==> config.mk <==
export PLATFORM = sky130hd
export DESIGN_NAME = fetch_branch_unit
export DESIGN_NICKNAME = d
export VERILOG_FILES = /design/src/rtl/fbu_pkg.sv /design/src/rtl/fbu_return_stack.sv /design/src/rtl/fetch_branch_unit.sv
export SDC_FILE = /design/constraint.sdc
export NUM_CORES = 1
export LEC_CHECK = 0
export CAP_MARGIN = 25
export CELL_PAD_IN_SITES_DETAIL_PLACEMENT = 1
export CELL_PAD_IN_SITES_GLOBAL_PLACEMENT = 1
export CORE_UTILIZATION = 43
export DETAILED_ROUTE_END_ITERATION = 6
export PLACE_DENSITY = 0.89
export SLEW_MARGIN = 30
export SYNTH_ARGS = -nofsm -noshare
export SYNTH_HDL_FRONTEND = slang
export SYNTH_SLANG_ARGS = --single-unit
==> constraint.sdc <==
create_clock -name clk -period 4.25 [get_ports clk]
set_clock_uncertainty 0.15 [all_clocks]
set_input_delay 0.425 -clock clk [delete_from_list [all_inputs] [get_ports clk]]
set_output_delay 0.425 -clock clk [all_outputs]
set_load 0.05 [all_outputs]
==> src/rtl/fbu_pkg.sv <==
// fbu_pkg
// Shared types and constants for the fetch/branch unit: op and condition
// encodings, FSM state type, fault codes, flag bit positions and the
// condition evaluation helper used when resolving JCC.
package fbu_pkg;

    typedef enum logic [2:0] {
        OP_SEQ  = 3'd0,
        OP_JMP  = 3'd1,
        OP_JCC  = 3'd2,
        OP_CALL = 3'd3,
        OP_RET  = 3'd4,
        OP_JREG = 3'd5
    } fbu_op_t;

    typedef enum logic [3:0] {
        COND_Z  = 4'd0,
        COND_B  = 4'd1,
        COND_BE = 4'd2,
        COND_A  = 4'd3,
        COND_AE = 4'd4,
        COND_G  = 4'd5,
        COND_GE = 4'd6,
        COND_L  = 4'd7,
        COND_LE = 4'd8
    } fbu_cond_t;

    typedef enum logic [1:0] {
        ST_FETCH0 = 2'd0,
        ST_FETCH1 = 2'd1,
        ST_DECODE = 2'd2,
        ST_FAULT  = 2'd3
    } fbu_state_t;

    localparam logic [1:0] FAULT_NONE      = 2'b00;
    localparam logic [1:0] FAULT_OVERFLOW  = 2'b01;
    localparam logic [1:0] FAULT_UNDERFLOW = 2'b10;

    localparam int FLAG_Z = 3;
    localparam int FLAG_C = 2;
    localparam int FLAG_S = 1;
    localparam int FLAG_O = 0;

    // Evaluates a branch condition against Z/C/S/O; unused encodings are
    // never taken.
    function automatic logic cond_taken(input logic [3:0] cond, input logic [3:0] flags);
        logic z, c, s, o, taken;
        z = flags[FLAG_Z];
        c = flags[FLAG_C];
        s = flags[FLAG_S];
        o = flags[FLAG_O];
        taken = 1'b0;
        case (cond)
            COND_Z:  taken = z;
            COND_B:  taken = c;
            COND_BE: taken = c | z;
            COND_A:  taken = !c && !z;
            COND_AE: taken = !c;
            COND_G:  taken = !z && (s == o);
            COND_GE: taken = (s == o);
            COND_L:  taken = (s != o);
            COND_LE: taken = z || (s != o);
            default: taken = 1'b0;
        endcase
        return taken;
    endfunction

endpackage

==> src/rtl/fbu_return_stack.sv <==
// fbu_return_stack
// Parametrised LIFO holding return addresses for CALL/RET.
// Ports:
//   clk, rst (async active-low)
//   push, push_data : write push_data on top (ignored when full)
//   pop             : discard top entry (ignored when empty)
//   top             : current top entry (zero when empty)
//   full, empty, count : occupancy status
module fbu_return_stack #(
    parameter int WIDTH = 16,
    parameter int DEPTH = 8
) (
    input  logic                           clk,
    input  logic                           rst,
    input  logic                           push,
    input  logic                           pop,
    input  logic [WIDTH-1:0]               push_data,
    output logic [WIDTH-1:0]               top,
    output logic                           full,
    output logic                           empty,
    output logic [$clog2(DEPTH+1)-1:0]     count
);

    localparam int CNT_W = $clog2(DEPTH + 1);
    // A depth of one still needs a one-bit entry index.
    localparam int PTR_W = (DEPTH > 1) ? $clog2(DEPTH) : 1;

    logic [WIDTH-1:0] entries [DEPTH];
    logic [CNT_W-1:0] top_idx;

    assign full    = (count == CNT_W'(DEPTH));
    assign empty   = (count == '0);
    assign top_idx = count - CNT_W'(1);
    assign top     = empty ? '0 : entries[top_idx[PTR_W-1:0]];

    // Occupancy counter; the owner never pushes and pops in the same cycle.
    always_ff @(posedge clk or negedge rst) begin
        if (!rst) begin
            count <= '0;
        end else if (push && !full) begin
            count <= count + CNT_W'(1);
        end else if (pop && !empty) begin
            count <= count - CNT_W'(1);
        end
    end

    // Entry storage needs no reset: count alone defines which entries are live.
    always_ff @(posedge clk) begin
        if (push && !full) begin
            entries[count[PTR_W-1:0]] <= push_data;
        end
    end

endmodule

==> src/rtl/fetch_branch_unit.sv <==
// fetch_branch_unit
// Owns the PC, fetches the two-word instruction window (pc, pc+1) over a
// req/ack memory handshake, and resolves SEQ/JMP/JCC/CALL/RET/JREG ops from
// the control unit using a hardware return-address stack.
// Ports:
//   clk, rst (async active-low)
//   imem_req/imem_addr/imem_ack/imem_rdata : instruction memory handshake
//   instr_valid, instr_w0, instr_w1       : decoded window to control unit
//   pc                                     : current program counter
//   op_valid/op_ready, op_code, op_len, op_cond, op_target, flags : op issue
//   stack_count                            : return stack occupancy
//   fault, fault_code                      : sticky stack fault report
//   taken_count, nottaken_count            : JCC outcome statistics
// Optional feature: define FBU_BRANCH_STATS_EN to build the saturating
// JCC statistics counters; otherwise both statistics ports read zero.
module fetch_branch_unit
    import fbu_pkg::*;
#(
    parameter int                    ADDR_WIDTH   = 16,
    parameter int                    INSTR_WIDTH  = 16,
    parameter int                    STACK_DEPTH  = 8,
    parameter logic [ADDR_WIDTH-1:0] RESET_VECTOR = '0
) (
    input  logic                             clk,
    input  logic                             rst,
    output logic                             imem_req,
    output logic [ADDR_WIDTH-1:0]            imem_addr,
    input  logic                             imem_ack,
    input  logic [INSTR_WIDTH-1:0]           imem_rdata,
    output logic                             instr_valid,
    output logic [INSTR_WIDTH-1:0]           instr_w0,
    output logic [INSTR_WIDTH-1:0]           instr_w1,
    output logic [ADDR_WIDTH-1:0]            pc,
    input  logic                             op_valid,
    output logic                             op_ready,
    input  logic [2:0]                       op_code,
    input  logic                             op_len,
    input  logic [3:0]                       op_cond,
    input  logic [ADDR_WIDTH-1:0]            op_target,
    input  logic [3:0]                       flags,
    output logic [$clog2(STACK_DEPTH+1)-1:0] stack_count,
    output logic                             fault,
    output logic [1:0]                       fault_code,
    output logic [15:0]                      taken_count,
    output logic [15:0]                      nottaken_count
);

    fbu_state_t            state;
    logic [ADDR_WIDTH-1:0] seq_pc;
    logic [ADDR_WIDTH-1:0] next_pc;
    logic [ADDR_WIDTH-1:0] stack_top;
    logic                  stack_full;
    logic                  stack_empty;
    logic                  accept;
    logic                  taken;
    logic                  is_call;
    logic                  is_ret;
    logic                  push;
    logic                  pop;
    logic                  overflow;
    logic                  underflow;

    assign accept    = (state == ST_DECODE) && op_valid;
    assign is_call   = (op_code == OP_CALL);
    assign is_ret    = (op_code == OP_RET);
    assign push      = accept && is_call && !stack_full;
    assign pop       = accept && is_ret && !stack_empty;
    assign overflow  = accept && is_call && stack_full;
    assign underflow = accept && is_ret && stack_empty;

    // FETCH1 reads the second word; the address wraps naturally at 2^ADDR_WIDTH.
    assign imem_addr = (state == ST_FETCH1) ? pc + ADDR_WIDTH'(1) : pc;

    // Successor PC for the op currently offered; only used on acceptance.
    always_comb begin
        seq_pc  = pc + ADDR_WIDTH'(1) + ADDR_WIDTH'(op_len);
        taken   = cond_taken(op_cond, flags);
        next_pc = seq_pc;
        case (op_code)
            OP_JMP, OP_JREG: next_pc = op_target;
            OP_JCC:          next_pc = taken ? op_target : seq_pc;
            OP_CALL:         next_pc = op_target;
            OP_RET:          next_pc = stack_top;
            default:         next_pc = seq_pc;
        endcase
    end

    fbu_return_stack #(
        .WIDTH (ADDR_WIDTH),
        .DEPTH (STACK_DEPTH)
    ) u_stack (
        .clk       (clk),
        .rst       (rst),
        .push      (push),
        .pop       (pop),
        .push_data (seq_pc),
        .top       (stack_top),
        .full      (stack_full),
        .empty     (stack_empty),
        .count     (stack_count)
    );

    // Main fetch/decode FSM with registered handshake outputs. Coming out of
    // reset imem_req is low in FETCH0, so the first cycle only raises it and
    // any stray ack seen before the request is up is ignored.
    always_ff @(posedge clk or negedge rst) begin
        if (!rst) begin
            state       <= ST_FETCH0;
            pc          <= RESET_VECTOR;
            instr_w0    <= '0;
            instr_w1    <= '0;
            imem_req    <= 1'b0;
            instr_valid <= 1'b0;
            op_ready    <= 1'b0;
            fault       <= 1'b0;
            fault_code  <= FAULT_NONE;
        end else begin
            case (state)
                ST_FETCH0: begin
                    if (!imem_req) begin
                        imem_req <= 1'b1;
                    end else if (imem_ack) begin
                        instr_w0 <= imem_rdata;
                        state    <= ST_FETCH1;
                    end
                end
                ST_FETCH1: begin
                    if (imem_ack) begin
                        instr_w1    <= imem_rdata;
                        imem_req    <= 1'b0;
                        instr_valid <= 1'b1;
                        op_ready    <= 1'b1;
                        state       <= ST_DECODE;
                    end
                end
                ST_DECODE: begin
                    if (op_valid) begin
                        instr_valid <= 1'b0;
                        op_ready    <= 1'b0;
                        if (overflow || underflow) begin
                            fault      <= 1'b1;
                            fault_code <= overflow ? FAULT_OVERFLOW : FAULT_UNDERFLOW;
                            state      <= ST_FAULT;
                        end else begin
                            pc       <= next_pc;
                            imem_req <= 1'b1;
                            state    <= ST_FETCH0;
                        end
                    end
                end
                ST_FAULT: begin
                end
                default: state <= ST_FAULT;
            endcase
        end
    end

`ifdef FBU_BRANCH_STATS_EN
    logic jcc_accept;
    assign jcc_accept = accept && (op_code == OP_JCC);

    // Saturating JCC outcome counters.
    always_ff @(posedge clk or negedge rst) begin
        if (!rst) begin
            taken_count    <= '0;
            nottaken_count <= '0;
        end else if (jcc_accept) begin
            if (taken) begin
                if (taken_count != 16'hFFFF) taken_count <= taken_count + 16'd1;
            end else begin
                if (nottaken_count != 16'hFFFF) nottaken_count <= nottaken_count + 16'd1;
            end
        end
    end
`else
    assign taken_count    = '0;
    assign nottaken_count = '0;
`endif

endmodule
==> metrics.md, run 1 <==
| Metric | Value |
|---|---|
| Delay of the slowest critical-path stage | `0.82 ns` |
| Critical path cell sequence | `ha_1 > nand2_1 > nor3_1 > nand4_1 > xor2_1 > a21oi_1 > clkdlybuf4s50_1` |
| Final weighted congestion of routability-driven global placement | `between 0.8 and 0.9` |
| Final critical path time including I/O delays and setup | `3.85 ns` |
| Largest voltage drop on the vdd net | `0.259 mV` |
| Hold Violations, Final | `0` |
| Crit path arrival time | `3.28 ns` |
| Area Overhead vs Synth | `23.1%` |
| Reg-to-Reg End | `u_stack.entries[7][15]$_DFFE_PP_` |
| Number of warnings issued by yosys | `0` |
| Proportion of synthesized chip area in sequential cells | `around three fifths` |
| Measured slew at the worst slew-check pin | `1.00 ns` |
| Instance count after placement with tap cells included | `roughly 1000` |
| Post-Route Utilization | `about 54%` |
| Crit path max fanout | `9` |
| Kind of capture point of the worst setup path | `output port` |
| Crit. Startpoint | `pc[0]$_DFFE_PN0P_` |
| Ant diodes | `0` |
| Result of the run | `completed` |
| Max-cap violations | `0` |
| Type of element launching the critical path | `flip-flop` |
| Cell at the root of the clock tree | `sky130_fd_sc_hd__clkbuf_16` |
| Global-route wire length before repair | `between 30000 and 40000 um` |
| Critical setup path kind | `flip-flop to output port` |
| Synth cell types | `68` |
| Data required time at the worst endpoint | `~3.7 ns` |
| Sum of overflow across all layers after global routing | `0` |
| Fin nets | `about 840` |
| Post-DP HPWL | `17400 um` |
| Reg2Reg Launch Point | `pc[0]$_DFFE_PN0P_` |
| Total power per unit cell area | `786 nW/um^2` |
| Hold path depth | `1` |
| Vias in the first global route | `between 6000 and 7000` |
| Core area | `about 20000 um^2` |
| Max Freq | `259 MHz` |
| Routed length per instance | `roughly 23 um` |
| Clock tree from TritonCTS | `done` |
| Final Instance Count excl. Fillers | `1070` |
| Die area | `21500 um^2` |
| Iter 0 DRT Violations | `between 400 and 500` |
| Residual antenna-violating net count after detailed routing | `0` |
| Footprint of the multi-input gates | `3320 um^2` |
| Proportion of synthesized flip-flops having asynchronous set or reset | `31.6%` |
| Slew margin rel. | `between 30% and 40%` |
| Setup Total Neg Slack | `0 ns` |
| Yosys reg bits | `187` |
| TritonCTS sink count | `between 150 and 200` |
| Standard-cell rows | `52` |
| Total DRC errors in the routed layout | `0` |
| Routed WL | `about 25000 um` |
| Maximum clock insertion buffer count | `2` |
| Crit path max-delay family | `buffers and inverters` |
| Pins Over Slew Limit | `0` |
| Number of failing setup endpoints in the final timing report | `0` |
| Chip height | `roughly 150 um` |
| Flip-flop cell with the highest count after synthesis | `sky130_fd_sc_hd__edfxtp_1` |
| Setup repair after global routing missed its margin | `false` |
| Top-level I/O count | `between 150 and 200` |
| Min-Delay Startpoint | `instr_w0[2]$_DFFE_PN0P_` |
| Fill cell total of the finished layout | `roughly 2000` |
| Path category of the worst min-delay check | `flip-flop to flip-flop` |
| Count of hold-fix buffers inserted at cts | `1` |
| Number of buffers added by the clock tree synthesis step | `17` |
| Top library cells by usage in the layout, fill and taps aside | `sky130_fd_sc_hd__edfxtp_1 (128), sky130_fd_sc_hd__clkdlybuf4s50_1 (120), sky130_fd_sc_hd__nand2_1 (65)` |
| Hold Crit Endpoint | `instr_w0[2]$_DFFE_PN0P_` |
| Leading cell type in the layout, fill and taps excluded | `sky130_fd_sc_hd__edfxtp_1` |
| Clock slew seen by the registers of the worst setup and hold paths | `0.08 ns` |
| Floorplan die width | `between 100 and 150 um` |
| Total buffers and inverters traversed by the critical path | `1` |
| Worst reg-to-reg setup slack | `about 0.74 ns` |
| Port-buffer cells | `approximately 120` |
| Netlist area before placement | `8980 um^2` |
| Worst-path cell with the longest stage delay | `sky130_fd_sc_hd__clkdlybuf4s50_1` |
| Proportion of layout cells with a drive suffix above 1 | `between 15 and 20%` |
| Part of the cycle the worst path needs | `between 90 and 100%` |
| Total via count in the routed design | `6086` |
| Synthesized area per cell | `roughly 13 um^2` |
| Sequential cell area in the final layout | `between 5000 and 6000 um^2` |
| CTS resizes | `0` |
| EDFF count, synth | `128` |
| H-tree depth reported by CTS | `4` |
| Leakage | `about 3.9 nW` |
| Instance count of the mapped netlist | `~670` |
| Antenna violations before repair | `0` |
| Post CTS Setup Buffer Count | `0` |
| Worst r2r path cells | `8` |
| Pin count of the biggest net entering global routing | `60` |
| Average via count per standard cell | `roughly 5.7` |
| First-pass iteration count of the detailed router | `4` |
| GRT Util Overall | `around a quarter` |
| Clock insertion delay at the later pin of the skew report | `around 0.44 ns` |
| Initial Utilization | `between 40% and 50%` |
## per-stage QoR
stage | total power [W] | area [um^2] | setup WS [ns] | hold WS, ns
floorplan | 0.00562 | 9090 | 0.261 | -0.0206
global placement | 0.00681 | 10400 | 0.760 | 0.307
detailed placement | 0.00698 | 10400 | 0.610 | 0.325
CTS | 0.00871 | 11000 | 0.382 | 0.362
global route | 0.00904 | 11100 | 0.165 | 0.373
finish | 0.00868 | 11100 | 0.395 | 0.358
## how the worst max path moves through the flow
stage | endpoint | slack, ns | cells after the start
2_1_floorplan | u_stack.entries[2][0]$_DFFE_PP_ | 0.26 | 7
3_3_place_gp | pc[12]$_DFFE_PN0P_ | 0.76 | 8
3_5_place_dp | pc[8]$_DFFE_PN0P_ | 0.61 | 8
4_1_cts | imem_addr[14] | 0.38 | 7
5_1_grt | imem_addr[14] | 0.16 | 7
6_report | imem_addr[14] | 0.40 | 7
## power breakdown
| group | switching, W | internal, W |
|---|---|---|
| clock | 0.000817 | 0.000873 |
| combinational | 0.00273 | 0.00149 |
| sequential | 0.000347 | 0.00242 |
| total | 0.00390 | 0.00479 |
## area by class of cell
| type | instances | area share (%) |
|---|---|---|
| Sequential cell | 187 | 48.1 |
| Multi-Input combinational cell | 425 | 30.1 |
| Timing Repair Buffer | 142 | 12.4 |
| Clock buffer | 17 | 3.85 |
| Tap cell | 270 | 3.06 |
| Clock inverter | 15 | 2.05 |
| Inverter | 14 | 0.475 |
## cells by family (layout without fill, tap and decap cells)
group / Yosys count / count (layout) / synth area share, %
other cells: 1 / 32 / 0.0418
simple gates: 164 / 164 / 8.89
fa+ha+maj: 9 / 9 / 1.25
compound gates: 109 / 109 / 8.38
xor+xnor: 42 / 42 / 4.10
flops: 187 / 187 / 59.3
mux: 69 / 69 / 12.5
buf+inv: 88 / 188 / 5.53
## synthesized netlist by cell type, types with 5 or more instances
library cell | number | area share [%]
sky130_fd_sc_hd__a211oi_1 | 5 | 0.42
sky130_fd_sc_hd__a21oi_1 | 28 | 1.6
sky130_fd_sc_hd__a221oi_2 | 8 | 1.3
sky130_fd_sc_hd__buf_2 | 12 | 0.67
sky130_fd_sc_hd__buf_4 | 36 | 3.0
sky130_fd_sc_hd__clkbuf_1 | 21 | 0.88
sky130_fd_sc_hd__dfrtp_1 | 59 | 16
sky130_fd_sc_hd__edfxtp_1 | 128 | 43
sky130_fd_sc_hd__ha_1 | 9 | 1.3
sky130_fd_sc_hd__inv_1 | 12 | 0.50
sky130_fd_sc_hd__mux2_2 | 34 | 4.3
sky130_fd_sc_hd__mux4_2 | 31 | 7.8
sky130_fd_sc_hd__nand2_1 | 65 | 2.7
sky130_fd_sc_hd__nand3_1 | 13 | 0.72
sky130_fd_sc_hd__nand4_1 | 11 | 0.77
sky130_fd_sc_hd__nor2_1 | 24 | 1.0
sky130_fd_sc_hd__nor2b_1 | 6 | 0.42
sky130_fd_sc_hd__nor3_1 | 16 | 0.89
sky130_fd_sc_hd__o21ai_0 | 23 | 1.3
sky130_fd_sc_hd__o21ai_1 | 13 | 0.72
sky130_fd_sc_hd__xnor2_1 | 30 | 2.9
sky130_fd_sc_hd__xor2_1 | 12 | 1.2
## routing by layer
metal,global-route usage [%],wire [um],vias to the layer above
li1,-,-,2664
met4,11.8,917,0
met1,29.4,9660,3116
met2,41.2,12600,244
met3,4.31,1370,62
met5,0,0,-
## flip-flops by register name, summed over array words and instances (netlist names)
| register | cells |
|---|---|
| state | 2 |
| pc | 16 |
| op_ready | 1 |
| instr_w0 | 16 |
| instr_w1 | 16 |
| u_stack.entries | 128 |
| fault | 1 |
| u_stack.count | 4 |
| fault_code | 2 |
| imem_req | 1 |
Power figures use the tool's default switching activity.
==> run 2, diff against run 1 <==
- ABC_AREA: default -> 1
- CORE_UTILIZATION: 43 -> 41
- GPL_ROUTABILITY_DRIVEN: default -> 0
==> run 2 against run 1 <==
Total power rose by 7.2%. First-iteration DRC count up 75%. Via count is 33% higher. Maximum frequency fell by 1.6%. Combinational power increased by 19%. Worst hold slack got worse by 0.095 ns. Clock power decreased by 8%. Synthesized cell count rose by 54%. Sequential power decreased by 2%. Area after synthesis grew 5.6%.
==> metrics.md, run 2 <==
| Metric | Value |
|---|---|
| Path category of the worst min-delay check | `primary input to async pin` |
| Area Overhead vs Synth | `21.3%` |
| Post-DP HPWL | `roughly 22000 um` |
| Yosys reg bits | `around 190` |
| Flip-flop cell with the highest count after synthesis | `sky130_fd_sc_hd__edfxtp_1` |
| EDFF count, synth | `approximately 130` |
| Fin nets | `around 1200` |
| Leakage | `between 4 and 5 nW` |
| Result of the run | `completed` |
| Post-Route Utilization | `50.8%` |
| Dominant cell by count in the synthesized netlist | `sky130_fd_sc_hd__nand2_1` |
| Crit path max-delay family | `simple AND/OR/NAND/NOR gates` |
| Instance count of the mapped netlist | `a little over 1000` |
| Total power per unit cell area | `810 nW/um^2` |
| Number of failing setup endpoints in the final timing report | `0` |
| Proportion of layout cells with a drive suffix above 1 | `9.13%` |
| Stages on worst setup path | `7` |
| Crit path arrival time | `between 3 and 4 ns` |
| Final critical path time including I/O delays and setup | `a little under 4 ns` |
| Sum of overflow across all layers after global routing | `0` |
| Leading cell type in the layout, fill and taps excluded | `sky130_fd_sc_hd__nand2_1` |
| Delay of the slowest critical-path stage | `0.87 ns` |
| First-pass iteration count of the detailed router | `6` |
| Post CTS Setup Buffer Count | `0` |
| Setup Total Neg Slack | `0 ns` |
| H-tree depth reported by CTS | `4` |
| Pin count of the biggest net entering global routing | `around 70` |
| Type of element launching the critical path | `flip-flop` |
| Port-buffer cells | `121` |
| Routed WL | `31800 um` |
| Routed length per instance | `22.0 um` |
| Top library cells by usage in the layout, fill and taps aside | `sky130_fd_sc_hd__nand2_1 (217), sky130_fd_sc_hd__edfxtp_1 (128), sky130_fd_sc_hd__o21ai_0 (127)` |
| Residual antenna-violating net count after detailed routing | `0` |
| Top-level I/O count | `154` |
| Cell type contributing the most total cell area after synthesis | `sky130_fd_sc_hd__edfxtp_1` |
| Crit path top cell by count | `sky130_fd_sc_hd__nand3_1` |
| Critical path cell sequence | `nand3_1 > nor2_2 > nand3_1 > o21bai_1 > nand2_1 > o21ai_0 > clkdlybuf4s50_1` |
| Floorplan die width | `154 um` |
| Total DRC errors in the routed layout | `0` |
| Portion of synthesized cell area occupied by the leading cell type | `between 40% and 50%` |
| Worst-path cell with the longest stage delay | `sky130_fd_sc_hd__clkdlybuf4s50_1` |
| Number of buffers added by the clock tree synthesis step | `17` |
| TritonCTS sink count | `between 150 and 200` |
| Synth cell types | `45` |
| Standard-cell rows | `55` |
| Crit path max fanout | `11` |
| Antenna violations before repair | `0` |
| Vias in the first global route | `approximately 9000` |
| Chip height | `154 um` |
| Total buffers and inverters traversed by the critical path | `1` |
| Fraction of power spent switching nets | `between 50% and 60%` |
| Largest voltage drop on the vdd net | `roughly 0.6 mV` |
| Worst r2r path cells | `13` |
| GRT Util Overall | `~27%` |
| Die area | `between 20000 and 25000 um^2` |
| Clock insertion delay at the later pin of the skew report | `between 0.4 and 0.5 ns` |
| List of most frequent post-synthesis cells | `sky130_fd_sc_hd__nand2_1 (218), sky130_fd_sc_hd__edfxtp_1 (128), sky130_fd_sc_hd__o21ai_0 (127)` |
| Total via count in the routed design | `8100` |
| Clock slew seen by the registers of the worst setup and hold paths | `roughly 0.070 ns` |
| Number of warnings issued by yosys | `0` |
| Ant diodes | `0` |
| Fill cell total of the finished layout | `between 2000 and 3000` |
| Sw power | `~0.0047 W` |
| Max Freq | `around 260 MHz` |
| Global-route wire length before repair | `roughly 49000 um` |
| Hold Violations, Final | `0` |
| Standard cell area after detailed placement | `approximately 11000 um^2` |
| Measured slew at the worst slew-check pin | `around 0.84 ns` |
| Sequential group share of total power | `~29%` |
| Max-cap violations | `0` |
| Clock tree from TritonCTS | `done` |
| Proportion of synthesized chip area in sequential cells | `a little under three fifths` |
| Part of the cycle the worst path needs | `a little over 90%` |
| Cell at the root of the clock tree | `sky130_fd_sc_hd__clkbuf_16` |
| Maximum clock insertion buffer count | `2` |
| Core area | `about 23000 um^2` |
| Data required time at the worst endpoint | `~3.7 ns` |
| Initial Utilization | `approximately two fifths` |
| Average via count per standard cell | `about 5.6` |
| Top area cells in the synthesized netlist | `sky130_fd_sc_hd__edfxtp_1 (41%), sky130_fd_sc_hd__dfrtp_1 (16%), sky130_fd_sc_hd__nand2_1 (8.6%), sky130_fd_sc_hd__o21ai_0 (6.7%), sky130_fd_sc_hd__nor2_1 (4.2%)` |
| Cell-internal power | `~0.0046 W` |
| Count of hold-fix buffers inserted at cts | `1` |
| Kind of capture point of the worst setup path | `output port` |
| Critical setup path kind | `flip-flop to output port` |
| Setup repair after global routing missed its margin | `false` |
| Netlist area before placement | `approximately 9500 um^2` |
| Pins Over Slew Limit | `0` |
| Share of total power in the clock network | `16.7%` |
| Iter 0 DRT Violations | `between 700 and 800` |
| Synthesized area per cell | `between 9 and 10 um^2` |
| Post-route cell area | `11500 um^2` |
| Proportion of synthesized flip-flops having asynchronous set or reset | `a little under a third` |
| Slew margin rel. | `about 44%` |
| CTS resizes | `0` |
| Combinational share of power | `between 50 and 60%` |
| Number of flip-flops under the largest register name | `128` |
==> run 2: power groups by stage <==
stage | Clock [W] | Combinational, W | Sequential [W]
after floorplan | 0 | 0.00250 | 0.00348
after global placement | 0 | 0.00474 | 0.00272
after detailed placement | 0 | 0.00496 | 0.00274
after CTS | 0.00155 | 0.00502 | 0.00271
after global routing | 0.00161 | 0.00536 | 0.00275
final | 0.00155 | 0.00505 | 0.00271
==> run 2: kinds of logic (layout without fill, tap and decap cells) <==
kind of cell | count (synthesis) | in the layout | synth area share, %
AND/OR/NAND/NOR | 439 | 439 | 20.6
AO/OA/AOI/OAI | 199 | 199 | 12.1
flip-flops | 187 | 187 | 56.1
buffers and inverters | 181 | 282 | 8.70
XOR/XNOR | 13 | 13 | 1.20
adder cells (fa/ha/maj) | 9 | 9 | 1.19
other | 1 | 32 | 0.0396
==> run 2: worst paths after layout <==
check,from,endpoint,slack [ns]
min in group clk,instr_w1[10]$_DFFE_PN0P_,instr_w1[10]$_DFFE_PN0P_,0.33
max in group asynchronous,rst,pc[10]$_DFFE_PN0P_,2.69
worst min-delay path,rst,instr_w1[8]$_DFFE_PN0P_,0.26
worst max register to register,state[0]$_DFFE_PN0P_,pc[9]$_DFFE_PN0P_,1.01
worst max-delay path,pc[2]$_DFFE_PN0P_,imem_addr[15],0.33
worst min register to register,instr_w1[10]$_DFFE_PN0P_,instr_w1[10]$_DFFE_PN0P_,0.33
==> run 2: through the flow <==
step	hold WS (ns)	cells	worst slack, ns	total power (W)
global route	0.290	1446	0.220	0.00972
CTS	0.254	1446	0.343	0.00928
detailed placement	0.183	1413	0.875	0.00769
finish	0.263	1446	0.333	0.00931
floorplan	-0.0206	1060	0.419	0.00598
global placement	0.183	1413	0.980	0.00746
==> run 2: final cells by class <==
| class | instances | area [um^2] | share of cell area, % |
|---|---|---|---|
| multi-input combinational | 692 | 3480 | 30.3 |
| inverter | 106 | 398 | 3.46 |
| clock buffer | 20 | 437 | 3.80 |
| tap | 285 | 357 | 3.10 |
| timing repair buffer | 144 | 1380 | 12.0 |
| sequential | 187 | 5320 | 46.3 |
| clock inverter | 12 | 119 | 1.03 |
==> run 2: per-layer routing <==
layer | global-route usage, % | up-vias | routed length (um) | part of all wire (%)
met1 | 30.9 | 3969 | 12200 | 38
met3 | 5.50 | 106 | 2210 | 7.0
li1 | - | 3632 | - | -
met5 | 0 | - | 0 | 0
met4 | 14.7 | 0 | 1370 | 4.3
met2 | 48.5 | 393 | 16000 | 50
==> run 2: worst reg2reg max path, cell delays in order (launching register included) <==
cell	delay, ns
sky130_fd_sc_hd__dfrtp_1	0.39
sky130_fd_sc_hd__inv_1	0.09
sky130_fd_sc_hd__ha_1	0.24
sky130_fd_sc_hd__nand2_1	0.27
sky130_fd_sc_hd__inv_1	0.11
sky130_fd_sc_hd__nand3_1	0.12
sky130_fd_sc_hd__nor3_1	0.07
sky130_fd_sc_hd__nor2_1	0.41
sky130_fd_sc_hd__inv_1	0.17
sky130_fd_sc_hd__nor2_1	0.12
sky130_fd_sc_hd__buf_4	0.19
sky130_fd_sc_hd__inv_1	0.35
sky130_fd_sc_hd__a21oi_1	0.32
sky130_fd_sc_hd__a21boi_1	0.11
